<file path="config.mk">
export PLATFORM = sky130hd
export DESIGN_NAME = tdm_demux2
export DESIGN_NICKNAME = d
export VERILOG_FILES = /design/src/rtl/tdm_pkg.sv /design/src/rtl/tdm_slot_timer.sv /design/src/rtl/tdm_demux2.sv
export SDC_FILE = /design/constraint.sdc
export NUM_CORES = 1
export LEC_CHECK = 0
export ABC_CLOCK_PERIOD_IN_PS = 1780
export CORE_MARGIN = 4
export CORE_UTILIZATION = 40
export DETAILED_ROUTE_END_ITERATION = 16
export DONT_BUFFER_PORTS = 1
export SLEW_MARGIN = 20
export SYNTH_ARGS = -nofsm -noshare
export SYNTH_HDL_FRONTEND = slang
export SYNTH_HIERARCHICAL = 1
export SYNTH_SLANG_ARGS = --single-unit
</file>
<file path="constraint.sdc">
create_clock -name clk -period 1.78 [get_ports clk]
set_input_delay 0.356 -clock clk [delete_from_list [all_inputs] [get_ports clk]]
set_output_delay 0.356 -clock clk [all_outputs]
set_load 0.02 [all_outputs]
</file>
<file path="src/rtl/tdm_pkg.sv">
// Shared types and helpers for the two-channel TDM receiver.
// Holds the FSM state encoding and the counter-width helper.
package tdm_pkg;

    typedef enum logic {
        HUNT = 1'b0,
        RUN  = 1'b1
    } state_t;

    function automatic int clog2w(input int n);
        return (n <= 1) ? 1 : $clog2(n);
    endfunction

endpackage

</file>
<file path="src/rtl/tdm_slot_timer.sv">
// Cycle-within-slot and slot-within-frame counters for the TDM receiver.
// The start cycle is treated as cycle 0 of slot 0 combinationally.
module tdm_slot_timer
    import tdm_pkg::*;
#(
    parameter int WORD_W      = 4,
    parameter int SLOT_CYCLES = 4,
    parameter int SAMPLE_AT   = 2,
    localparam int SW = clog2w(2 * WORD_W)
) (
    input  logic          clk,
    input  logic          rst_n,
    input  logic          start,
    input  logic          run,
    output logic          sample,
    output logic [SW-1:0] slot,
    output logic          frame_end
);

    localparam int CW = clog2w(SLOT_CYCLES);
    localparam logic [CW-1:0] CLAST = CW'(SLOT_CYCLES - 1);
    localparam logic [CW-1:0] CSAMP = CW'(SAMPLE_AT);
    localparam logic [SW-1:0] SLAST = SW'(2 * WORD_W - 1);

    logic [CW-1:0] cyc_q;
    logic [CW-1:0] cyc;
    logic [SW-1:0] slot_q;
    logic          active;

    assign active    = start | run;
    assign cyc       = start ? '0 : cyc_q;
    assign slot      = start ? '0 : slot_q;
    assign sample    = active && (cyc == CSAMP);
    assign frame_end = active && (cyc == CLAST) && (slot == SLAST);

    always_ff @(posedge clk) begin
        if (!rst_n || !active) begin
            cyc_q  <= '0;
            slot_q <= '0;
        end else if (cyc == CLAST) begin
            cyc_q  <= '0;
            slot_q <= (slot == SLAST) ? '0 : slot + 1'b1;
        end else begin
            cyc_q  <= cyc + 1'b1;
            slot_q <= slot;
        end
    end

endmodule

</file>
<file path="src/rtl/tdm_demux2.sv">
// Two-channel TDM receiver: hunts for frame sync, samples each slot once,
// and delivers both channel words with a one-cycle strobe per frame.
module tdm_demux2
    import tdm_pkg::*;
#(
    parameter int WORD_W      = 4,
    parameter int SLOT_CYCLES = 4,
    parameter int SAMPLE_AT   = 2
) (
    input  logic              clk,
    input  logic              rst_n,
    input  logic              z,
    input  logic              sync,
    output logic [WORD_W-1:0] d0_word,
    output logic [WORD_W-1:0] d1_word,
    output logic              word_valid,
    output logic              locked,
    output logic              sync_err
);

    localparam int SW = clog2w(2 * WORD_W);

    if (SAMPLE_AT < 0 || SAMPLE_AT >= SLOT_CYCLES) begin : g_bad_sample
        $error("tdm_demux2: SAMPLE_AT must lie in 0..SLOT_CYCLES-1");
    end

    state_t            state_q, state_d;
    logic              start, run, resync;
    logic              sample, frame_end;
    logic [SW-1:0]     slot;
    logic [WORD_W-1:0] sh0_q, sh1_q, sh0_d, sh1_d;

    tdm_slot_timer #(
        .WORD_W      (WORD_W),
        .SLOT_CYCLES (SLOT_CYCLES),
        .SAMPLE_AT   (SAMPLE_AT)
    ) u_timer (
        .clk       (clk),
        .rst_n     (rst_n),
        .start     (start),
        .run       (run),
        .sample    (sample),
        .slot      (slot),
        .frame_end (frame_end)
    );

    // word_valid high in RUN marks the frame-boundary cycle
    always_comb begin
        state_d = state_q;
        start   = 1'b0;
        run     = 1'b0;
        resync  = 1'b0;
        unique case (state_q)
            HUNT: begin
                if (sync) begin
                    start   = 1'b1;
                    state_d = RUN;
                end
            end
            RUN: begin
                if (sync) begin
                    start  = 1'b1;
                    resync = !word_valid;
                end else if (word_valid) begin
                    state_d = HUNT;
                end else begin
                    run = 1'b1;
                end
            end
            default: state_d = HUNT;
        endcase
    end

    always_comb begin
        sh0_d = start ? '0 : sh0_q;
        sh1_d = start ? '0 : sh1_q;
        for (int k = 0; k < WORD_W; k++) begin
            if (sample && slot == SW'(2 * k))
                sh0_d[k] = z;
            if (sample && slot == SW'(2 * k + 1))
                sh1_d[k] = z;
        end
    end

    assign locked = (state_q == RUN);

    always_ff @(posedge clk) begin
        if (!rst_n) begin
            state_q    <= HUNT;
            sh0_q      <= '0;
            sh1_q      <= '0;
            d0_word    <= '0;
            d1_word    <= '0;
            word_valid <= 1'b0;
            sync_err   <= 1'b0;
        end else begin
            state_q    <= state_d;
            sh0_q      <= sh0_d;
            sh1_q      <= sh1_d;
            word_valid <= frame_end;
            sync_err   <= resync;
            if (frame_end) begin
                d0_word <= sh0_d;
                d1_word <= sh1_d;
            end
        end
    end

endmodule

</file>
==> flow_metrics.py, run 1 <==
metrics = {
    "cells_and_area": {
        "nets": 125,
        "final_cells": 146,
        "final_layout_size_suffix_gt1_share_pct": 19.8,
        "n_antenna_cell": 0,
        "synthToLayoutAreaGrowth_pct": 13.8,
    },
    "clock_network": {
        "htreeDepth": 1,
        "cts-root-buf": "clkbuf_4",
        "cts.sinks": 24,
        "cts_buffer_depth": 2,
        "cts_tree": "yes",
        "clkLatencyLatePin_ns": 0.32,
        "cts.clk_slew.worst_paths_ns": 0.13,
        "cts_made_buffers": 3,
    },
    "route": {
        "drcViolationCount": 0,
        "ant_nets": 0,
        "dr.first_iter.drc_count": 15,
        "post_drt_wl_per_cell_um": 13.9,
        "vias": 787,
        "first_pass_iters": 4,
        "drt-total-wl_um": 2030,
        "viasPerCell": 5.39,
    },
    "synthesis": {
        "synth_compound_area_share_pct": 11.0,
        "synth.top_cell.area_share_pct": 44.1,
        "synth_ff_type": "dfxtp_1",
        "synth_edf_count": 0,
        "yosys_warnings": 6,
        "yosys.area.top_type": "dfxtp_1",
        "yosys-top-cells-area": "dfxtp_1 44%, nor2b_1 13%, mux2i_1 7.4%",
        "syn-cell-area_mm2": 0.00109,
        "ys_seq_area_share_pct": 44.1,
        "ys_ff_latch": 24,
        "synth-xor-area-share_pct": 0,
        "syn_inst": 108,
        "synth.top_cells.by_count": "24 x dfxtp_1, 22 x nor2b_1, 10 x a21oi_1",
        "netlist-cell-type-count": 26,
        "synth_mux_area_share_pct": 7.36,
        "synth-simple-area-share_pct": 29.8,
        "synthArstFlopShare_pct": 0,
        "synth_nets": 116,
        "synth_fa_ha_area_share_pct": 4.60,
        "synth.most_common_cell": "dfxtp_1",
        "synth_top_family_by_area": "simple AND/OR/NAND/NOR gates",
        "syn_area_per_cell_um2": 10.1,
    },
    "power_and_ir_drop": {
        "sw_frac_of_total_pct": 19.2,
        "seqPwrFrac_pct": 55.4,
        "p_leak_nw": 0.508,
        "ir_drop_v": 0.000487,
        "internal_power_mw": 0.794,
        "comb_power_share_pct": 3.8,
        "power.switching_mw": 0.188,
        "totalPowerFinal_mw": 0.983,
        "clkPwrFrac_pct": 40.7,
        "p_per_area_mw_per_mm2": 793,
    },
    "critical_path": {
        "reg2reg_from": "locked$_SDFF_PN0_",
        "r2r_setup_slack_ns": 0.13,
        "start_kind": "flop",
        "end_kind": "flop",
        "worst_ep_required_time_ns": 2.00,
        "reg2reg_to": "d0_word[1]$_SDFFE_PN0P_",
        "crit_type": "flop to flop",
        "reg2reg_depth": 7,
        "worstPathArrival_ns": 1.86,
        "critPathLaunch": "locked$_SDFF_PN0_",
        "cp_max_fo": 8,
        "crit_path_end": "d0_word[1]$_SDFFE_PN0P_",
    },
    "floorplan": {
        "num_rows": 18,
        "core_mm2": 0.00254,
        "die_w_um": 60.2,
        "start_util_pct": 42.8,
        "io_pins": 15,
        "fp.dieH_um": 60.2,
        "dieArea_mm2": 0.00362,
    },
    "timing": {
        "tns_ns": 0,
        "clock_skew_ns": 0.00102,
        "fmax_mhz": 607,
        "hold_viol": 0,
        "relSlewSlack_pct": 79.7,
        "drv_slew": 0,
        "tightestPinTransition_ns": 0.305,
        "setup_slack_ns": 0.132,
        "fin_crit_ns": 1.65,
        "setup_viol": 0,
        "period_share_pct": 92.6,
        "timing.hold.ws_ns": 0.135,
    },
    "placed_design": {
        "place_hpwl_um": 1250,
        "place.gp.congestion": 0.706,
        "port_buffers": 0,
        "place_ws_ns": -0.103,
        "post-place-cells": 139,
    },
    "global_route": {
        "first_global_vias": 746,
        "gr-usage-all-layers_pct": 12.9,
        "grt_pass1_wl_um": 3460,
        "grt_max_degree": 26,
        "overflow": 0,
        "antenna_found_initial": 0,
    },
    "flow_run": {
        "drv_cap": 0,
    },
    "run_status": {
        "outcome": "finished, final reports clean",
    },
    "hold_path": {
        "hp-class": "primary input to flop",
    },
}
layout by cell type (no fill, tap or decap), drive strengths merged:
cell,instances
a21oi,10
a32oi,2
and2,2
and2b,3
and3,2
and4b,1
and4bb,3
buf,8
bufinv,1
clkbuf,3
dfxtp,24
ha,4
inv,3
mux2i,8
nand2,1
nand3,1
nand4,1
nand4b,3
nor2,1
nor2b,22
nor3b,1
nor4b,1
o21a,1
o21ai,9
or2,1
layout make-up:
| class | instances | area, um^2 |
|---|---|---|
| clock inverters | 1 | 30.0 |
| multi-input cells | 77 | 596 |
| repair buffers | 8 | 60.1 |
| clock buffers | 3 | 22.5 |
| well taps | 30 | 37.5 |
| inverters | 3 | 11.3 |
| fillers | 249 | 1310 |
| flip-flops and latches | 24 | 482 |
how the worst min path moves through the flow:
stage | from | end | cells past startpoint
after floorplan | rst_n | u_timer/slot_q[1]$_SDFF_PP0_ | 1
after global placement | rst_n | locked$_SDFF_PN0_ | 1
after detailed placement | rst_n | locked$_SDFF_PN0_ | 1
after CTS | rst_n | locked$_SDFF_PN0_ | 1
after global routing | rst_n | locked$_SDFF_PN0_ | 1
final | rst_n | locked$_SDFF_PN0_ | 1
layer usage:
metal  wire [um]  track usage, %  vias to the layer above
met3         106            2.81                        4
li1            -               -                      396
met1         946            16.0                      375
met5           0               0                        -
met4          31            6.65                        0
met2         939            20.8                       12
what timing repair did:
item / CTS / global route
gates resized for setup: 4 / 2
hold buffers: 0 / 0
pin swaps: 0 / 3
endpoints found under the setup margin: 12 / 10
buffers inserted: 0 / 3
critical path, cell delays in order, from the launching register on:
cell      delay, ns
dfxtp_2        0.35
nor2b_4        0.14
nor2b_4        0.17
or2_4          0.15
and2_4         0.18
and4bb_1       0.23
mux2i_1        0.23
a21oi_1        0.09
power groups by stage:
stage	registers, mW	logic [mW]	clock network, mW
after floorplan	0.558	0.0299	0
after global placement	0.556	0.0283	0
after detailed placement	0.557	0.0281	0
after CTS	0.545	0.0303	0.410
after global routing	0.546	0.0411	0.425
final	0.545	0.0378	0.400
through the flow:
stage	util, %	area, um^2
2_1_floorplan	-	1090
3_3_place_gp	45.1	1150
3_5_place_dp	45.1	1150
4_1_cts	47.5	1210
5_1_grt	48.7	1240
6_report	48.7	1240
cell families after synthesis:
family                     count (synthesis)
buffers and inverters                      7
muxes                                      8
AOI/OAI and AO/OA                         22
and+or+nand+nor                           43
DFF                                       24
adders and majority gates                  4
state kept, by name, indices dropped and copies added (netlist names):
| name | count |
|---|---|
| d1_word | 4 |
| locked | 1 |
| u_timer/cyc_q | 2 |
| word_valid | 1 |
| d0_word | 4 |
| sh1_q | 4 |
| u_timer/slot_q | 3 |
| sh0_q | 4 |
| sync_err | 1 |
(Power assumes the default switching activity.)
==> run 2, diff against run 1 <==
ABC_CLOCK_PERIOD_IN_PS = 2100   (was 1780)
GPL_TIMING_DRIVEN = 0   (was default)
clock period = 2.1 ns   (was 1.78 ns; I/O delays follow)
==> flow_metrics.py, run 2 (synthesis gave the netlist of run 1 again) <==
metrics = {
    "timing": {
        "timing.hold.ws_ns": 0.236,
        "setup_viol": 0,
        "drv_slew": 0,
        "period_share_pct": 91.1,
        "rsz0062_at_grt": "false",
        "tightestPinTransition_ns": 0.422,
        "tns_ns": 0,
        "hold_viol": 0,
        "relSlewSlack_pct": 71.8,
        "fin_crit_ns": 1.91,
        "clock_skew_ns": 0.00509,
        "fmax_mhz": 523,
    },
    "global_route": {
        "grt_pass1_wl_um": 3380,
        "antenna_found_initial": 0,
        "first_global_vias": 717,
        "gr-usage-all-layers_pct": 12.4,
        "overflow": 0,
        "grt_max_degree": 17,
    },
    "placed_design": {
        "post_dp_cell_area_mm2": 0.00113,
        "place_hpwl_um": 1380,
        "place.gp.congestion": 0.684,
        "port_buffers": 0,
    },
    "power_and_ir_drop": {
        "p_leak_nw": 0.465,
        "clkPwrFrac_pct": 32.6,
        "comb_power_share_pct": 4.1,
        "ir_drop_v": 0.000288,
        "sw_frac_of_total_pct": 20.8,
        "internal_power_mw": 0.580,
        "p_per_area_mw_per_mm2": 621,
        "power.switching_mw": 0.152,
        "seqPwrFrac_pct": 63.3,
    },
    "floorplan": {
        "num_rows": 18,
        "io_pins": 15,
        "die_w_um": 60.2,
        "fp.dieH_um": 60.2,
        "dieArea_mm2": 0.00362,
        "start_util_pct": 42.8,
        "core_mm2": 0.00254,
    },
    "critical_path": {
        "cp_max_fo": 8,
        "worst_ep_required_time_ns": 2.31,
        "worstPathArrival_ns": 2.12,
        "end_kind": "flop",
        "crit_type": "flop to flop",
        "r2r_setup_slack_ns": 0.19,
        "start_kind": "flop",
    },
    "clock_network": {
        "cts-root-buf": "clkbuf_4",
        "cts.clk_slew.worst_paths_ns": 0.13,
        "post_cts_buffers": 0,
        "cts.sinks": 24,
        "clkLatencyLatePin_ns": 0.31,
        "cts_buffer_depth": 2,
        "cts_made_buffers": 3,
        "cts_hold_buf": 0,
        "htreeDepth": 1,
        "cts_tree": "yes",
    },
    "route": {
        "dr.first_iter.drc_count": 19,
        "viasPerCell": 5.45,
        "ant_nets": 0,
        "drcViolationCount": 0,
        "first_pass_iters": 4,
        "vias": 774,
        "drt-total-wl_um": 2010,
        "post_drt_wl_per_cell_um": 14.2,
    },
    "run_status": {
        "outcome": "finished, final reports clean",
    },
    "cells_and_area": {
        "stdcell_area_mm2": 0.00118,
        "n_antenna_cell": 0,
        "synthToLayoutAreaGrowth_pct": 8.39,
        "nets": 121,
        "final_common_cell": "dfxtp_1",
        "mostFrequentLayoutCells": "23 x dfxtp_1, 20 x nor2b_1, 10 x a21oi_1",
        "final_layout_size_suffix_gt1_share_pct": 14.3,
    },
    "hold_path": {
        "hp-class": "primary input to flop",
    },
    "flow_run": {
        "drv_cap": 0,
    },
}
## run 2: cell count changes in the layout (fill, tap and decap cells not counted)
| cell | change |
|---|---|
| and2_4 | -1 |
| clkbuf_8 | +1 |
| bufinv_16 | -1 |
| and2_2 | +1 |
| buf_4 | -8 |
| nor2b_1 | +1 |
| clkbuf_4 | +1 |
| nor2b_4 | -1 |
| clkbuf_1 | +2 |
| buf_6 | +1 |
## run 2: path summary, 6_finish.rpt
path,cells after the start,start,to
worst min-delay path,1,rst_n,u_timer/slot_q[2]$_SDFF_PP0_
worst max register to register,7,locked$_SDFF_PN0_,d0_word[0]$_SDFFE_PN0P_
worst min register to register,3,u_timer/cyc_q[0]$_SDFF_PP0_,u_timer/cyc_q[0]$_SDFF_PP0_
worst max-delay path,7,locked$_SDFF_PN0_,d0_word[0]$_SDFFE_PN0P_
## run 2: per-stage QoR
stage | instances | setup slack (ns) | utilization [%] | power [mW]
2_1_floorplan | 108 | 0.145 | - | 0.498
3_3_place_gp | 138 | -0.280 | 44.2 | 0.503
3_5_place_dp | 138 | -0.341 | 44.2 | 0.504
6_report | 142 | 0.187 | 46.4 | 0.733
5_1_grt | 142 | 0.00533 | 46.4 | 0.769
4_1_cts | 142 | 0.0127 | 45.9 | 0.744
## run 2: repair_timing
action	4_1_cts	5_1_grt
cloned	0	0
setup endpoints to repair	11	9
gates resized for setup	3	6
pin swaps	0	0
## run 2: power groups by stage
stage                     Sequential (mW)  Clock, mW  Combinational [mW]
after floorplan                     0.473          0              0.0248
after global placement              0.473          0              0.0295
after detailed placement            0.473          0              0.0302
after CTS                           0.464      0.250              0.0303
after global routing                0.464      0.271              0.0339
final                               0.463      0.239              0.0302
## run 2: routing by layer
| metal | up-vias | GRT usage (%) | part of all wire (%) |
|---|---|---|---|
| met5 | - | 0 | 0 |
| met2 | 6 | 20.7 | 47 |
| li1 | 390 | - | - |
| met1 | 376 | 15.5 | 48 |
| met3 | 2 | 3.89 | 3.8 |
| met4 | 0 | 2.85 | 0.74 |
## run 2: final cells by class
class,count,area [um^2]
Buffer,4,26.3
Sequential cell,24,482
Tap cell,30,37.5
Inverter,3,11.3
Clock buffer,4,36.3
Multi-Input combinational cell,77,587
Fill cell,268,1370
## run 2: worst max-delay path, stage by stage, from the launching register on
cell,delay (ns)
dfxtp_2,0.41
nor2b_1,0.20
nor2b_2,0.23
or2_4,0.16
and2_2,0.22
nor4b_4,0.23
mux2i_1,0.27
a21oi_1,0.09
==> run 3, diff against run 2 <==
CORE_UTILIZATION = 60   (was 40)
CTS_BUF_LIST = sky130_fd_sc_hd__clkbuf_4   (was default)
PLACE_DENSITY = 0.76   (was default)
REMOVE_ABC_BUFFERS = 1   (was default)
==> flow_metrics.py, run 3 (synthesis gave the netlist of run 1 again) <==
metrics = {
    "route": {
        "dr.first_iter.drc_count": 8,
        "first_pass_iters": 4,
        "vias": 733,
        "drcViolationCount": 0,
        "viasPerCell": 5.51,
        "post_drt_wl_per_cell_um": 12.8,
        "ant_nets": 0,
        "drt-total-wl_um": 1700,
    },
    "floorplan": {
        "core_mm2": 0.00173,
        "num_rows": 15,
        "dieArea_mm2": 0.00256,
        "die_w_um": 50.6,
        "io_pins": 15,
        "start_util_pct": 63.0,
        "fp.dieH_um": 50.6,
    },
    "power_and_ir_drop": {
        "p_per_area_mw_per_mm2": 602,
        "ir_drop_v": 0.000415,
        "p_leak_nw": 0.446,
    },
    "timing": {
        "fin_crit_ns": 1.90,
        "tightestPinTransition_ns": 0.414,
        "setup_viol": 0,
        "relSlewSlack_pct": 72.3,
        "drv_slew": 0,
        "period_share_pct": 90.5,
        "rsz0062_at_grt": "false",
        "clock_skew_ns": 0.0136,
        "fmax_mhz": 526,
        "hold_viol": 0,
        "setup_slack_ns": 0.199,
        "tns_ns": 0,
    },
    "clock_network": {
        "clkLatencyLatePin_ns": 0.31,
        "cts.clk_slew.worst_paths_ns": 0.11,
        "cts.sinks": 24,
        "cts_tree": "yes",
        "htreeDepth": 1,
        "post_cts_buffers": 0,
        "cts_made_buffers": 3,
        "cts-root-buf": "clkbuf_4",
        "cts_buffer_depth": 2,
        "cts_hold_buf": 0,
    },
    "critical_path": {
        "start_kind": "flop",
        "worstPathArrival_ns": 2.09,
        "worst_ep_required_time_ns": 2.29,
        "end_kind": "flop",
        "crit_type": "flop to flop",
        "cp_max_fo": 8,
    },
    "run_status": {
        "outcome": "finished, final reports clean",
    },
    "global_route": {
        "antenna_found_initial": 0,
        "grt_pass1_wl_um": 2970,
        "grt_max_degree": 26,
        "gr-usage-all-layers_pct": 15.3,
        "overflow": 0,
        "first_global_vias": 702,
    },
    "placed_design": {
        "post-place-cells": 129,
        "place.gp.congestion": 0.820,
        "port_buffers": 0,
        "place_hpwl_um": 1090,
        "place_ws_ns": -0.0674,
    },
    "cells_and_area": {
        "n_antenna_cell": 0,
        "final_layout_size_suffix_gt1_share_pct": 12.0,
        "nets": 117,
        "final_cells": 133,
        "mostFrequentLayoutCells": "23 x dfxtp_1, 20 x nor2b_1, 10 x a21oi_1",
        "final_common_cell": "dfxtp_1",
        "synthToLayoutAreaGrowth_pct": 4.02,
    },
    "hold_path": {
        "hp-class": "primary input to flop",
    },
    "flow_run": {
        "drv_cap": 0,
    },
}
## run 3: cell types whose count changed in the layout (fill, tap and decap cells not counted), sizes merged
cell,change
buf,-1
clkbuf,-4
clkinv,+1
## run 3: power breakdown
| part | leakage, nW | internal, mW | switching, mW |
|---|---|---|---|
| Sequential | 0.194 | 0.459 | 0.00392 |
| Combinational | 0.237 | 0.0125 | 0.00740 |
| Clock | 0.0154 | 0.0693 | 0.129 |
## run 3: repair_timing
item	4_1_cts	5_1_grt
endpoints found under the hold margin	0	0
resized for setup	2	3
endpoints found under the setup margin	7	12
## run 3: through the flow
step	power [mW]	hold slack (ns)	utilization [%]	cell area, um^2
after floorplan	0.491	0.505	-	1070
after global placement	0.492	0.520	63.6	1100
after detailed placement	0.493	0.541	63.6	1100
after CTS	0.690	0.220	65.4	1130
after global routing	0.708	0.213	65.6	1130
final	0.681	0.224	65.6	1130
## run 3: metal layers
| metal | routed length, um | global-route usage [%] | vias up |
|---|---|---|---|
| met2 | 782 | 23.3 | 9 |
| met3 | 62 | 3.56 | 2 |
| li1 | - | - | 378 |
| met4 | 14 | 6.73 | 0 |
| met1 | 842 | 20.5 | 344 |
| met5 | 0 | 0 | - |
## run 3: critical path: stages (launching register included)
cell and delay, ns:
dfxtp_2 0.41, nor2b_1 0.21, nor2b_2 0.23, or2_4 0.16, and2_2 0.21, and4bb_1 0.23
mux2i_1 0.25, a21oi_1 0.10
## run 3: worst paths after layout
kind	startpoint	slack, ns	end	cells after the start
worst max-delay path	locked$_SDFF_PN0_	0.20	d0_word[1]$_SDFFE_PN0P_	7
worst min-delay path	rst_n	0.22	locked$_SDFF_PN0_	1
worst max register to register	locked$_SDFF_PN0_	0.20	d0_word[1]$_SDFFE_PN0P_	7
worst min register to register	u_timer/cyc_q[0]$_SDFF_PP0_	0.56	u_timer/cyc_q[0]$_SDFF_PP0_	3
## run 3: cell type report
type | count | area (um^2)
clock buffers | 3 | 22.5
clock inverters | 1 | 3.75
fillers | 158 | 594
inverters | 3 | 11.3
multi-input cells | 77 | 582
flip-flops and latches | 24 | 482
well taps | 25 | 31.3
